`src/rtl/vga_monitor_system.sv`:
```
// vga_monitor_system: 640x480@60 Hz VGA timing generator with a test-pattern source.
// One 50 MHz clock; pix_en divides it to the 25 MHz pixel rate. The sw input selects
// colour bars (1) or a 32x32 checkerboard (0). Syncs are active low, rgb is 1 bit/channel.
module vga_monitor_system #(
  parameter int H_VIS  = 640,
  parameter int H_FP   = 16,
  parameter int H_SYNC = 96,
  parameter int H_BP   = 48,
  parameter int V_VIS  = 480,
  parameter int V_FP   = 10,
  parameter int V_SYNC = 2,
  parameter int V_BP   = 33
) (
  input  logic       clk_in,
  input  logic       reset_in,
  input  logic       sw,
  output logic       vga_hsync,
  output logic       vga_vsync,
  output logic [2:0] rgb
);

  // Timing landmarks, sized to the 10-bit counters so compares stay width-matched.
  localparam logic [9:0] H_LAST     = 10'(H_VIS + H_FP + H_SYNC + H_BP - 1);
  localparam logic [9:0] V_LAST     = 10'(V_VIS + V_FP + V_SYNC + V_BP - 1);
  localparam logic [9:0] H_VIS_END  = 10'(H_VIS);
  localparam logic [9:0] V_VIS_END  = 10'(V_VIS);
  localparam logic [9:0] HS_FIRST   = 10'(H_VIS + H_FP);
  localparam logic [9:0] HS_LAST    = 10'(H_VIS + H_FP + H_SYNC - 1);
  localparam logic [9:0] VS_FIRST   = 10'(V_VIS + V_FP);
  localparam logic [9:0] VS_LAST    = 10'(V_VIS + V_FP + V_SYNC - 1);
  localparam int         BAR_W      = H_VIS / 8;

  logic       pix_en_q,  pix_en_d;
  logic [9:0] hcnt_q,    hcnt_d;
  logic [9:0] vcnt_q,    vcnt_d;
  logic       sw_meta_q, sw_meta_d;
  logic       sw_sel_q,  sw_sel_d;
  logic       hsync_q,   hsync_d;
  logic       vsync_q,   vsync_d;
  logic [2:0] rgb_q,     rgb_d;

  logic [2:0] bar;
  logic [2:0] bar_rgb;
  logic [2:0] chk_rgb;
  logic       visible;

  // Bar index from a chain of threshold compares on hcnt (no divider).
  always_comb begin
    bar = 3'd0;
    for (int i = 1; i < 8; i++) begin
      if (hcnt_q >= 10'(i * BAR_W)) begin
        bar = 3'(i);
      end
    end
  end

  // Pattern pixels and visibility for the current counter position.
  always_comb begin
    bar_rgb = ~bar;
    chk_rgb = (hcnt_q[5] ^ vcnt_q[5]) ? 3'b111 : 3'b000;
    visible = (hcnt_q < H_VIS_END) && (vcnt_q < V_VIS_END);
  end

  // Next-state: pixel enable, synchroniser, counters and registered outputs.
  always_comb begin
    pix_en_d  = ~pix_en_q;
    sw_meta_d = sw;
    sw_sel_d  = sw_meta_q;
    hcnt_d    = hcnt_q;
    vcnt_d    = vcnt_q;
    hsync_d   = hsync_q;
    vsync_d   = vsync_q;
    rgb_d     = rgb_q;
    if (pix_en_q) begin
      if (hcnt_q == H_LAST) begin
        hcnt_d = 10'd0;
        vcnt_d = (vcnt_q == V_LAST) ? 10'd0 : vcnt_q + 10'd1;
      end else begin
        hcnt_d = hcnt_q + 10'd1;
      end
      // Outputs are decoded from the pre-increment counters: one pixel of lag.
      hsync_d = !((hcnt_q >= HS_FIRST) && (hcnt_q <= HS_LAST));
      vsync_d = !((vcnt_q >= VS_FIRST) && (vcnt_q <= VS_LAST));
      if (!visible) begin
        rgb_d = 3'b000;
      end else if (sw_sel_q) begin
        rgb_d = bar_rgb;
      end else begin
        rgb_d = chk_rgb;
      end
    end
  end

  // State registers with asynchronous active-low reset.
  always_ff @(posedge clk_in or negedge reset_in) begin
    if (!reset_in) begin
      pix_en_q  <= 1'b0;
      hcnt_q    <= 10'd0;
      vcnt_q    <= 10'd0;
      sw_meta_q <= 1'b0;
      sw_sel_q  <= 1'b0;
      hsync_q   <= 1'b1;
      vsync_q   <= 1'b1;
      rgb_q     <= 3'b000;
    end else begin
      pix_en_q  <= pix_en_d;
      hcnt_q    <= hcnt_d;
      vcnt_q    <= vcnt_d;
      sw_meta_q <= sw_meta_d;
      sw_sel_q  <= sw_sel_d;
      hsync_q   <= hsync_d;
      vsync_q   <= vsync_d;
      rgb_q     <= rgb_d;
    end
  end

  assign vga_hsync = hsync_q;
  assign vga_vsync = vsync_q;
  assign rgb       = rgb_q;

endmodule

```
`config.mk`:
```
export PLATFORM = sky130hd
export DESIGN_NAME = vga_monitor_system
export DESIGN_NICKNAME = d
export VERILOG_FILES = /design/src/rtl/vga_monitor_system.sv
export SDC_FILE = /design/constraint.sdc
export NUM_CORES = 1
export LEC_CHECK = 0
export CAP_MARGIN = 20
export CORE_UTILIZATION = 53
export DETAILED_ROUTE_END_ITERATION = 16
export PLACE_DENSITY = 0.75
export SYNTH_ARGS = -nofsm -noshare
export SYNTH_HDL_FRONTEND = slang
export SYNTH_SLANG_ARGS = --single-unit
```
`constraint.sdc`:
```
create_clock -name clk_in -period 1.9 [get_ports clk_in]
set_clock_uncertainty 0.15 [all_clocks]
set_input_delay 0.38 -clock clk_in [delete_from_list [all_inputs] [get_ports clk_in]]
set_output_delay 0.38 -clock clk_in [all_outputs]
set_load 0.005 [all_outputs]
```
Yosys cells after proc, flatten, opt, wreduce, memory -nomap -nowiden
Index checks and enable logic that the tools add are counted.
{"block": "word_totals", "regBits": 28, "inputBits": 3, "output_inout_bits": 5, "wordCells": 46}
{"block": "op_classes", "n_addsub": 2, "magnitude_cmp": 13, "eq_ne": 2, "muxes": 12, "bitwise": 3, "n_reduce_logical": 6}
{"operator": ">= comparator 10 x 9 -> 1 bit (second input constant)", "n": 4}
{"operator": "2-to-1 mux 3 bit", "n": 8}
{"operator": "adder 10 x 1 -> 10 bit (second input constant)", "n": 2}
{"operator": "== test 10 bit (second input constant)", "n": 2}
{"operator": ">= comparator 10 bit (second input constant)", "n": 2}
{"operator": ">= comparator 10 x 8 -> 1 bit (second input constant)", "n": 2}
{"operator": "2-to-1 mux 10 bit", "n": 2}
{"operator": ">= comparator 10 x 7 -> 1 bit (second input constant)", "n": 1}
{"operator": "less-or-equal comparator 10 bit (second input constant)", "n": 1}
{"operator": "less-or-equal comparator 10 x 9 -> 1 bit (second input constant)", "n": 1}
{"operator": "less-than comparator 10 bit (second input constant)", "n": 1}
{"operator": "less-than comparator 10 x 9 -> 1 bit (second input constant)", "n": 1}
{"operator": "logical AND 1 bit", "n": 3}
{"operator": "NOT 3 bit", "n": 1}
{"operator": "logical NOT 1 bit", "n": 2}
{"operator": "2-to-1 mux 2 bit", "n": 1}
{"operator": "AND reduction 2 bit", "n": 1}
{"operator": "2-to-1 mux 1 bit", "n": 1}
{"operator": "NOT 1 bit", "n": 1}
{"operator": "XOR 1 bit", "n": 1}

Logic depth before layout (Yosys ltp)
Gate-level depths: netlist of run 1.
{"block": "logic_depth", "ltp_word": 11, "depth_mapped": 6, "mapped_depth_nobuf": 5}

Worst setup path after synthesis of run 1
OpenSTA, ideal clock, no wires.
{"block": "synth_path", "path_type": "register to register", "startpoint": "reg hcnt_q[7]", "endpoint": "reg vcnt_q[9]", "setup_time_ps": 120, "t_arrival_ps": 1790, "required_ps": 1630, "path_slack_ps": -159, "path_stages_with_launch": 6, "n_path_buf": 1, "synth_period_minus_slack_ps": 2059, "cell_sequence": "dfrtp_1 > buf_6 > or3b_1 > or4_4 > or4_1 > and3_1"}
{"block": "synth_via", "elab_chain_len": 2}
{"element": "start, declared", "line_no": "34", "text": "logic [9:0] hcnt_q, hcnt_d;"}
{"element": "start signal, assigned", "line_no": "107", "text": "hcnt_q <= hcnt_d;"}
{"element": "== test 10 bit", "line_no": "75", "text": "if (hcnt_q == H_LAST) begin"}
{"element": "AND reduction 2 bit (no source line)"}
{"element": "end signal, assigned", "line_no": "108", "text": "vcnt_q <= vcnt_d;"}
{"element": "end, declared", "line_no": "35", "text": "logic [9:0] vcnt_q, vcnt_d;"}
Every way passes these cells.
A chain may end at the register's enable or synchronous reset.

Worst setup path after layout of run 1
Same ends and word-level chain as after synthesis.

==> key figures, run 1 <==
Detailed routing
  • Antenna Nets Post-Route: 0
  • Wirelength per Cell: 18.0 µm
  • Vias: 1386
  • DRC: 0
  • Met1 Wirelength: 1790 µm
  • DR iter-0 viols: 82
  • Top Metal Used: met4
  • DR WL met3: 197 µm
  • WL met2: 1920 µm
  • Pre-antenna DRT Iters: 4
  • Final WL: 4060 µm
  • Post-DR vias/cell: 6.13

Critical path
  • Family with the most delay on the worst path: simple AND/OR/NAND/NOR gates
  • CP Launch Type: flip-flop
  • Worst EP arrival: 2.18 ns
  • Worst endpoint required time: 2.01 ns
  • Buf/Inv on CP: 0
  • Type of the worst setup path: flip-flop to flip-flop
  • Critical Path Fanout Max: 2
  • Slowest stage delay, CP: 0.43 ns
  • CP most frequent cell: or4_4
  • Crit-path slowest cell: dfrtp_1
  • Cells along the critical path: or3b_4 -> or4_4 -> or4_4 -> and3_4
  • Crit path capture type: flip-flop

Clock tree
  • CTS tree: built
  • Max clock buf depth: 2
  • CTS clk-pin slew, worst paths: 0.15 ns
  • CTS root buffer: clkbuf_4
  • Worst skew pair latency: 0.34 ns
  • CTS Buf Count: 3
  • Hold-fix buffers, CTS: 0
  • # clock sinks: 28
  • H-Tree Depth: 1

Cells and area
  • Final non-filler cell total: 226
  • # nets final: 203
  • Area of the multi-input gates: 841 µm²
  • Antenna diodes: 0
  • P&R area growth vs syn: 26.8%
  • Register area: 703 µm²
  • Filler cell count: 200
  • Layout cells sized above 1: 27.7%

Timing
  • Unrepaired setup endpoints after global routing: true
  • Hold Violations, Final: 0
  • Post-route setup slack: -0.171 ns
  • Final Max Tran Viols: 0
  • Fmax: 483 MHz
  • Fin crit share: 109%
  • Final setup vio count: 5
  • Fin crit period: 2.07 ns
  • Rel. slew slack: 76.5%
  • Setup TNS: -0.560 ns
  • Slew @ Worst Pin: 0.352 ns

Placed design
  • Post-Place Worst Slack: -0.151 ns
  • Routability cong.: 0.898
  • Hpwl dp: 2600 µm
  • Number of port buffers: 7
  • Dpl cells: 214

Global routing
  • First-pass GRT wire length: 6390 µm
  • Vias in the first global route: 1334
  • Remaining global-route overflow: 0
  • Largest net degree at the start of global routing: 29
  • Initial antenna violation count: 0
  • GRT Overall Usage: 26.7%

Synth
  • Sequential element share of the synthesized area: 45.0%
  • Avg Inst Size Synth: 9.70 µm²
  • Async S/R FF share, synth: 100%
  • Mapped Cells: 161
  • EDFF count, synth: 0
  • Post-Syn Nets: 168
  • Post-synthesis cell type count: 48
  • Synth Register Bits: 28
  • Warnings, synthesis: 0
  • Synth top area share: 41.7%
  • Mapped cell area: 1560 µm²
  • Top-count cell post-synth: dfrtp_1
  • Synth Flop Type: dfrtp_1
  • Yosys top cell by area: dfrtp_1
  • Synth top area cells: dfrtp_1 42%, dfstp_2 3.4%, ha_1 3.2%
  • Top cells by count, synth: 26 x dfrtp_1, 13 x inv_1, 13 x nor2_1

Run
  • Max_cap viols: 0

Pwr
  • Pwr dens: 473 nW/µm²
  • Pleak: 0.913 nW
  • Maximum ir drop on the vdd rail: 0.361 mV

Min path
  • Worst min-delay path category: flip-flop to flip-flop

Floorplan
  • Std-Cell Rows: 19
  • Starting Density: 56.1%
  • Chip width: 56.3 µm
  • DIE AREA: 3170 µm²
  • IO Pins: 8
  • Core region area: 2780 µm²
  • Die Span Y: 56.3 µm

Outcome
  • Violations in the final reports: negative setup slack
  • Status: complete, but fails checks
==> worst paths after layout <==
| path | startpoint | to | slack [ns] | cells past startpoint |
|---|---|---|---|---|
| worst max-delay path | hcnt_q[7] | vcnt_q[9] | -0.17 | 4 |
| worst min-delay path | sw_meta_q | sw_sel_q | 0.22 | 0 |
| worst max register to register | hcnt_q[7] | vcnt_q[9] | -0.17 | 4 |
| worst min register to register | sw_meta_q | sw_sel_q | 0.22 | 0 |
| max in group asynchronous | reset_in | vga_hsync | 1.05 | 2 |
| min in group asynchronous | reset_in | hcnt_q[9] | 0.24 | 2 |
==> cell families (layout without fill, tap and decap cells) <==
family	after synthesis	after routing	share of synthesized area, %
adders and majority gates	5	5	3.85
muxes	2	2	1.44
AOI/OAI and AO/OA	29	29	13.7
and+or+nand+nor	66	66	24.1
xor gates and xnor gates	10	10	5.61
buffers and inverters	21	55	6.25
DFF	28	28	45.0
==> flip-flops by register name, summed over array words and instances (netlist names) <==
signal	count
hcnt_q	10
pix_en_q	1
rgb	3
sw_meta_q	1
sw_sel_q	1
vcnt_q	10
vga_hsync	1
vga_vsync	1
==> power breakdown <==
group / internal, mW / switching [mW]
clock network: 0.118 / 0.183
registers: 0.602 / 0.00412
logic: 0.0134 / 0.0164
total: 0.733 / 0.203
==> per-layer routing <==
| metal | track usage, % | up-vias |
|---|---|---|
| met5 | 0 | - |
| met4 | 11.5 | 0 |
| met3 | 3.92 | 19 |
| met2 | 40.6 | 69 |
| met1 | 38.4 | 659 |
| li1 | - | 639 |
==> worst register-to-register path: stages (launching register included) <==
cell	delay [ns]
dfrtp_1	0.43
or3b_4	0.41
or4_4	0.43
or4_4	0.42
and3_4	0.16
==> layout make-up <==
cell class	count	area share, %
clock buffer	4	1.83
inverter	13	2.47
multi-input combinational	112	42.5
sequential	28	35.5
tap	31	1.96
timing repair buffer	38	15.7
==> timing repair <==
item | CTS | global route
endpoints found under the setup margin | 12 | 11
pin swaps | 2 | 5
hold endpoints to repair | 0 | 0
resized for setup | 7 | 12
setup buffers | 2 | 6
==> stage by stage <==
stage | power, mW | util [%] | area [µm²] | hold slack (ns)
6_report | 0.936 | 71.2 | 1980 | 0.224
5_1_grt | 0.969 | 71.2 | 1980 | 0.243
4_1_cts | 0.941 | 67.6 | 1880 | 0.226
3_5_place_dp | 0.646 | 64.8 | 1800 | 0.193
3_3_place_gp | 0.645 | 64.8 | 1800 | 0.182
2_1_floorplan | 0.620 | - | 1580 | -0.0656
==> cells in the final DEF (no fill, tap or decap), types with 2 or more instances in the layout <==
cell	Yosys	layout
a21o_1	2	2
a21oi_1	3	3
a311o_1	2	2
and3_1	4	3
and4_1	2	2
and4b_1	2	2
buf_4	0	28
buf_6	2	3
clkbuf_4	0	3
clkdlybuf4s50_1	0	5
dfrtp_1	26	26
dfstp_2	2	2
dlygate4sd2_1	0	2
ha_1	4	3
inv_1	13	13
mux2_2	2	2
nand2_1	11	11
nand3_1	9	9
nor2_1	13	11
nor2b_1	3	3
nor3_1	7	5
o21ai_0	7	7
o22a_1	2	2
o2bb2ai_1	2	2
o311a_1	2	2
or3_4	0	2
or4_4	1	2
xnor2_1	5	5
xor2_1	5	5
Power figures use the tool's default switching activity.
==> inputs of run 2 (changes only) <==
--- a/config.mk
+++ b/config.mk
@@ -5,10 +5,12 @@
 export SDC_FILE = /design/constraint.sdc
 export NUM_CORES = 1
 export LEC_CHECK = 0
+export ABC_AREA = 1
 export CAP_MARGIN = 20
 export CORE_UTILIZATION = 53
 export DETAILED_ROUTE_END_ITERATION = 16
-export PLACE_DENSITY = 0.75
+export PLACE_DENSITY = 0.74
+export SKIP_LAST_GASP = 1
 export SYNTH_ARGS = -nofsm -noshare
 export SYNTH_HDL_FRONTEND = slang
 export SYNTH_SLANG_ARGS = --single-unit
==> run 2 against run 1 <==
  * Cell area is 12% lower
  * Cell count is 8.8% higher
  * Maximum frequency is 17% higher
  * The run now ends clean
  * Worst setup slack better by 0.30 ns
  * Worst hold slack better by 0.012 ns
  * Clock-buffer cell count stayed put
  * Largest cell class unchanged
  * Critical path depth is 3 higher
==> key figures, run 2 <==
Floorplan
  • Chip width: 56.5 µm (was 56.3 µm)
  • Std-Cell Rows: 19 (unchanged)
  • Die Span Y: 56.5 µm (was 56.3 µm)
  • DIE AREA: 3200 µm² (was 3170 µm²)
  • Starting Density: 56.7% (was 56.1%)
  • IO Pins: 8 (unchanged)
  • Core region area: 2780 µm² (unchanged)

Clock tree
  • H-Tree Depth: 1 (unchanged)
  • CTS Buf Count: 3 (unchanged)
  • Max clock buf depth: 2 (unchanged)
  • # clock sinks: 28 (unchanged)
  • CTS tree: built (unchanged)
  • Worst skew pair latency: 0.32 ns (was 0.34 ns)
  • Hold-fix buffers, CTS: 0 (unchanged)
  • CTS root buffer: clkbuf_4 (unchanged)
  • CTS clk-pin slew, worst paths: 0.14 ns (was 0.15 ns)

Detailed routing
  • Met1 Wirelength: 1420 µm (was 1790 µm)
  • Antenna Nets Post-Route: 0 (unchanged)
  • Top Metal Used: met4 (unchanged)
  • Final WL: 3110 µm (was 4060 µm)
  • DRC: 0 (unchanged)
  • Post-DR vias/cell: 5.52 (was 6.13)
  • Wirelength per Cell: 12.6 µm (was 18.0 µm)
  • DR iter-0 viols: 33 (was 82)
  • WL met2: 1560 µm (was 1920 µm)
  • DR WL met3: 115 µm (was 197 µm)
  • Pre-antenna DRT Iters: 4 (unchanged)
  • Vias: 1357 (was 1386)

Run
  • Max_cap viols: 0 (unchanged)

Critical path
  • Worst reg2reg setup slack: 0.13 ns (was -0.17 ns)
  • Critical Path Fanout Max: 13 (was 2)
  • Worst EP arrival: 1.84 ns (was 2.18 ns)
  • Worst endpoint required time: 1.97 ns (was 2.01 ns)
  • Type of the worst setup path: flip-flop to flip-flop (unchanged)
  • Crit-path slowest cell: dfrtp_1 (unchanged)
  • Family with the most delay on the worst path: simple AND/OR/NAND/NOR gates (unchanged)
  • Slowest stage delay, CP: 0.48 ns (was 0.43 ns)
  • Crit path capture type: flip-flop (unchanged)
  • CP Launch Type: flip-flop (unchanged)
  • Cells along the critical path: nor2_2 -> nand3_2 -> nor2_4 -> nand4_4 -> or2_4 -> nand2_1 -> nor2_1 (was or3b_4 -> or4_4 -> or4_4 -> and3_4)
  • Buf/Inv on CP: 0 (unchanged)

Cells and area
  • Register area: 703 µm² (unchanged)
  • # nets final: 223 (was 203)
  • P&R area growth vs syn: 10.6% (was 26.8%)
  • Layout cells sized above 1: 11.2% (was 27.7%)
  • Filler cell count: 247 (was 200)
  • Most frequent cells in the layout: 48 x nand2_1, 26 x dfrtp_1, 24 x inv_1 (was 28 x buf_4, 26 x dfrtp_1, 13 x inv_1)
  • Final non-filler cell total: 246 (was 226)
  • Final design utilization: 62.7% (was 71.2%)
  • Antenna diodes: 0 (unchanged)
  • Fin area: 1740 µm² (was 1980 µm²)
  • Area of the multi-input gates: 748 µm² (was 841 µm²)
  • Commonest non-fill, non-tap cell in the layout: nand2_1 (was buf_4)

Timing
  • Rel. slew slack: 76.3% (was 76.5%)
  • Final Max Tran Viols: 0 (unchanged)
  • Slew @ Worst Pin: 0.351 ns (was 0.352 ns)
  • Fin crit period: 1.77 ns (was 2.07 ns)
  • Hold Violations, Final: 0 (unchanged)
  • Final setup vio count: 0 (was 5)
  • Post-route setup slack: 0.133 ns (was -0.171 ns)
  • Fin crit share: 93.0% (was 109%)
  • Min Hold Slack: 0.237 ns (was 0.224 ns)
  • Fmax: 566 MHz (was 483 MHz)
  • Unrepaired setup endpoints after global routing: false (was true)
  • Setup TNS: 0 ns (was -0.560 ns)

Synth
  • Async S/R FF share, synth: 100% (unchanged)
  • Post-Syn Nets: 208 (was 168)
  • Sequential element share of the synthesized area: 44.6% (was 45.0%)
  • EDFF count, synth: 0 (unchanged)
  • Post-Synth XOR/XNOR Area: 3.33% (was 5.61%)
  • Post-synthesis cell type count: 28 (was 48)
  • Top cells by count, synth: 48 x nand2_1, 26 x dfrtp_1, 25 x inv_1 (was 26 x dfrtp_1, 13 x inv_1, 13 x nor2_1)
  • Synth Flop Type: dfrtp_1 (unchanged)
  • Post-Synth Simple-Gate Area: 29.6% (was 24.1%)
  • Mapped Cells: 201 (was 161)
  • Synth Register Bits: 28 (unchanged)
  • Avg Inst Size Synth: 7.84 µm² (was 9.70 µm²)
  • Area share of fa/ha/maj cells after synthesis: 3.17% (was 3.85%)
  • Mux cell area share after synthesis: 0% (was 1.44%)
  • Mapped cell area: 1580 µm² (was 1560 µm²)
  • Synth top area cells: dfrtp_1 41%, nand2_1 11%, inv_1 6.0% (was dfrtp_1 42%, dfstp_2 3.4%, ha_1 3.2%)
  • Largest family of logic cells by synthesized area: simple AND/OR/NAND/NOR gates (unchanged)
  • Synth top area share: 41.3% (was 41.7%)
  • Warnings, synthesis: 0 (unchanged)
  • Synth Area in Compound Gates: 11.3% (was 13.7%)
  • Top-count cell post-synth: nand2_1 (was dfrtp_1)
  • Yosys top cell by area: dfrtp_1 (unchanged)

Outcome
  • Status: finished clean (was complete, but fails checks)

Pwr
  • Net Switching: 0.185 mW (was 0.203 mW)
  • Clock share of power: 30.8% (was 32.1%)
  • Final Total Pwr: 0.916 mW (was 0.936 mW)
  • Pint: 0.731 mW (was 0.733 mW)
  • Maximum ir drop on the vdd rail: 0.392 mV (was 0.361 mV)
  • Sw frac: 20.1% (was 21.7%)
  • Pleak: 0.827 nW (was 0.913 nW)
  • Pwr dens: 525 nW/µm² (was 473 nW/µm²)
  • Combinational group share of total power: 3.2% (about the same)
  • Seq pwr share: 66.0% (was 64.7%)

Placed design
  • Hpwl dp: 2370 µm (was 2600 µm)
  • Dpl cells: 238 (was 214)
  • Number of port buffers: 7 (unchanged)
  • Placed cell area: 1680 µm² (was 1800 µm²)
  • Routability cong.: 0.875 (was 0.898)
  • Post-Place Worst Slack: 0.129 ns (was -0.151 ns)

Global routing
  • Initial antenna violation count: 0 (unchanged)
  • Largest net degree at the start of global routing: 29 (unchanged)
  • GRT Overall Usage: 21.3% (was 26.7%)
  • First-pass GRT wire length: 5160 µm (was 6390 µm)
  • Remaining global-route overflow: 0 (unchanged)
  • Vias in the first global route: 1181 (was 1334)

Min path
  • Worst min-delay path category: flip-flop to flip-flop (unchanged)
run 2: changes by cell type after synthesis, moves of 4 or more:
cell,change
a21oi_1,+4
and3_1,-4
inv_1,+12
nand2_1,+37
nor2_1,+9
o21ai_0,+11
o21ai_1,+5
run 2: cells by family (layout without fill, tap and decap cells):
logic type / after synthesis / in the layout
compound gates: 34 / 34
xor+xnor: 6 / 6
fa+ha+maj: 4 / 4
buf+inv: 30 / 44
flops: 28 / 28
simple gates: 99 / 99
run 2: worst paths after layout:
check / start / endpoint / cells past startpoint
setup / recovery: hcnt_q[7] / vcnt_q[3] / 7
hold / removal: sw_meta_q / sw_sel_q / 0
setup reg to reg: hcnt_q[7] / vcnt_q[3] / 7
hold reg to reg: sw_meta_q / sw_sel_q / 0
max in group asynchronous: reset_in / vga_vsync / 2
min in group asynchronous: reset_in / hcnt_q[6] / 2
run 2: area by class of cell:
type	count	area share (%)
multi-input combinational	143	42.9
sequential	28	40.3
inverter	26	5.60
timing repair buffer	14	6.89
clock buffer	4	2.08
tap	31	2.22
run 2: metal layers:
metal  GRT usage, %  vias to the layer above
met3           2.76                        2
li1               -                      678
met2           36.0                       30
met1           28.1                      647
met4           7.32                        0
met5              0                        -
run 2: what timing repair did:
action                                 4_1_cts  5_1_grt
endpoints found under the hold margin        0        0
setup endpoints to repair                    2        6
resized for setup                            2        1
setup buffers                                0        4
run 2: power by group through the flow:
stage	sequential (mW)	clock [mW]	combinational [mW]
after floorplan	0.615	0	0.00506
after global placement	0.615	0	0.0307
after detailed placement	0.615	0	0.0311
after CTS	0.604	0.297	0.0312
after global routing	0.605	0.317	0.0344
final	0.604	0.282	0.0295
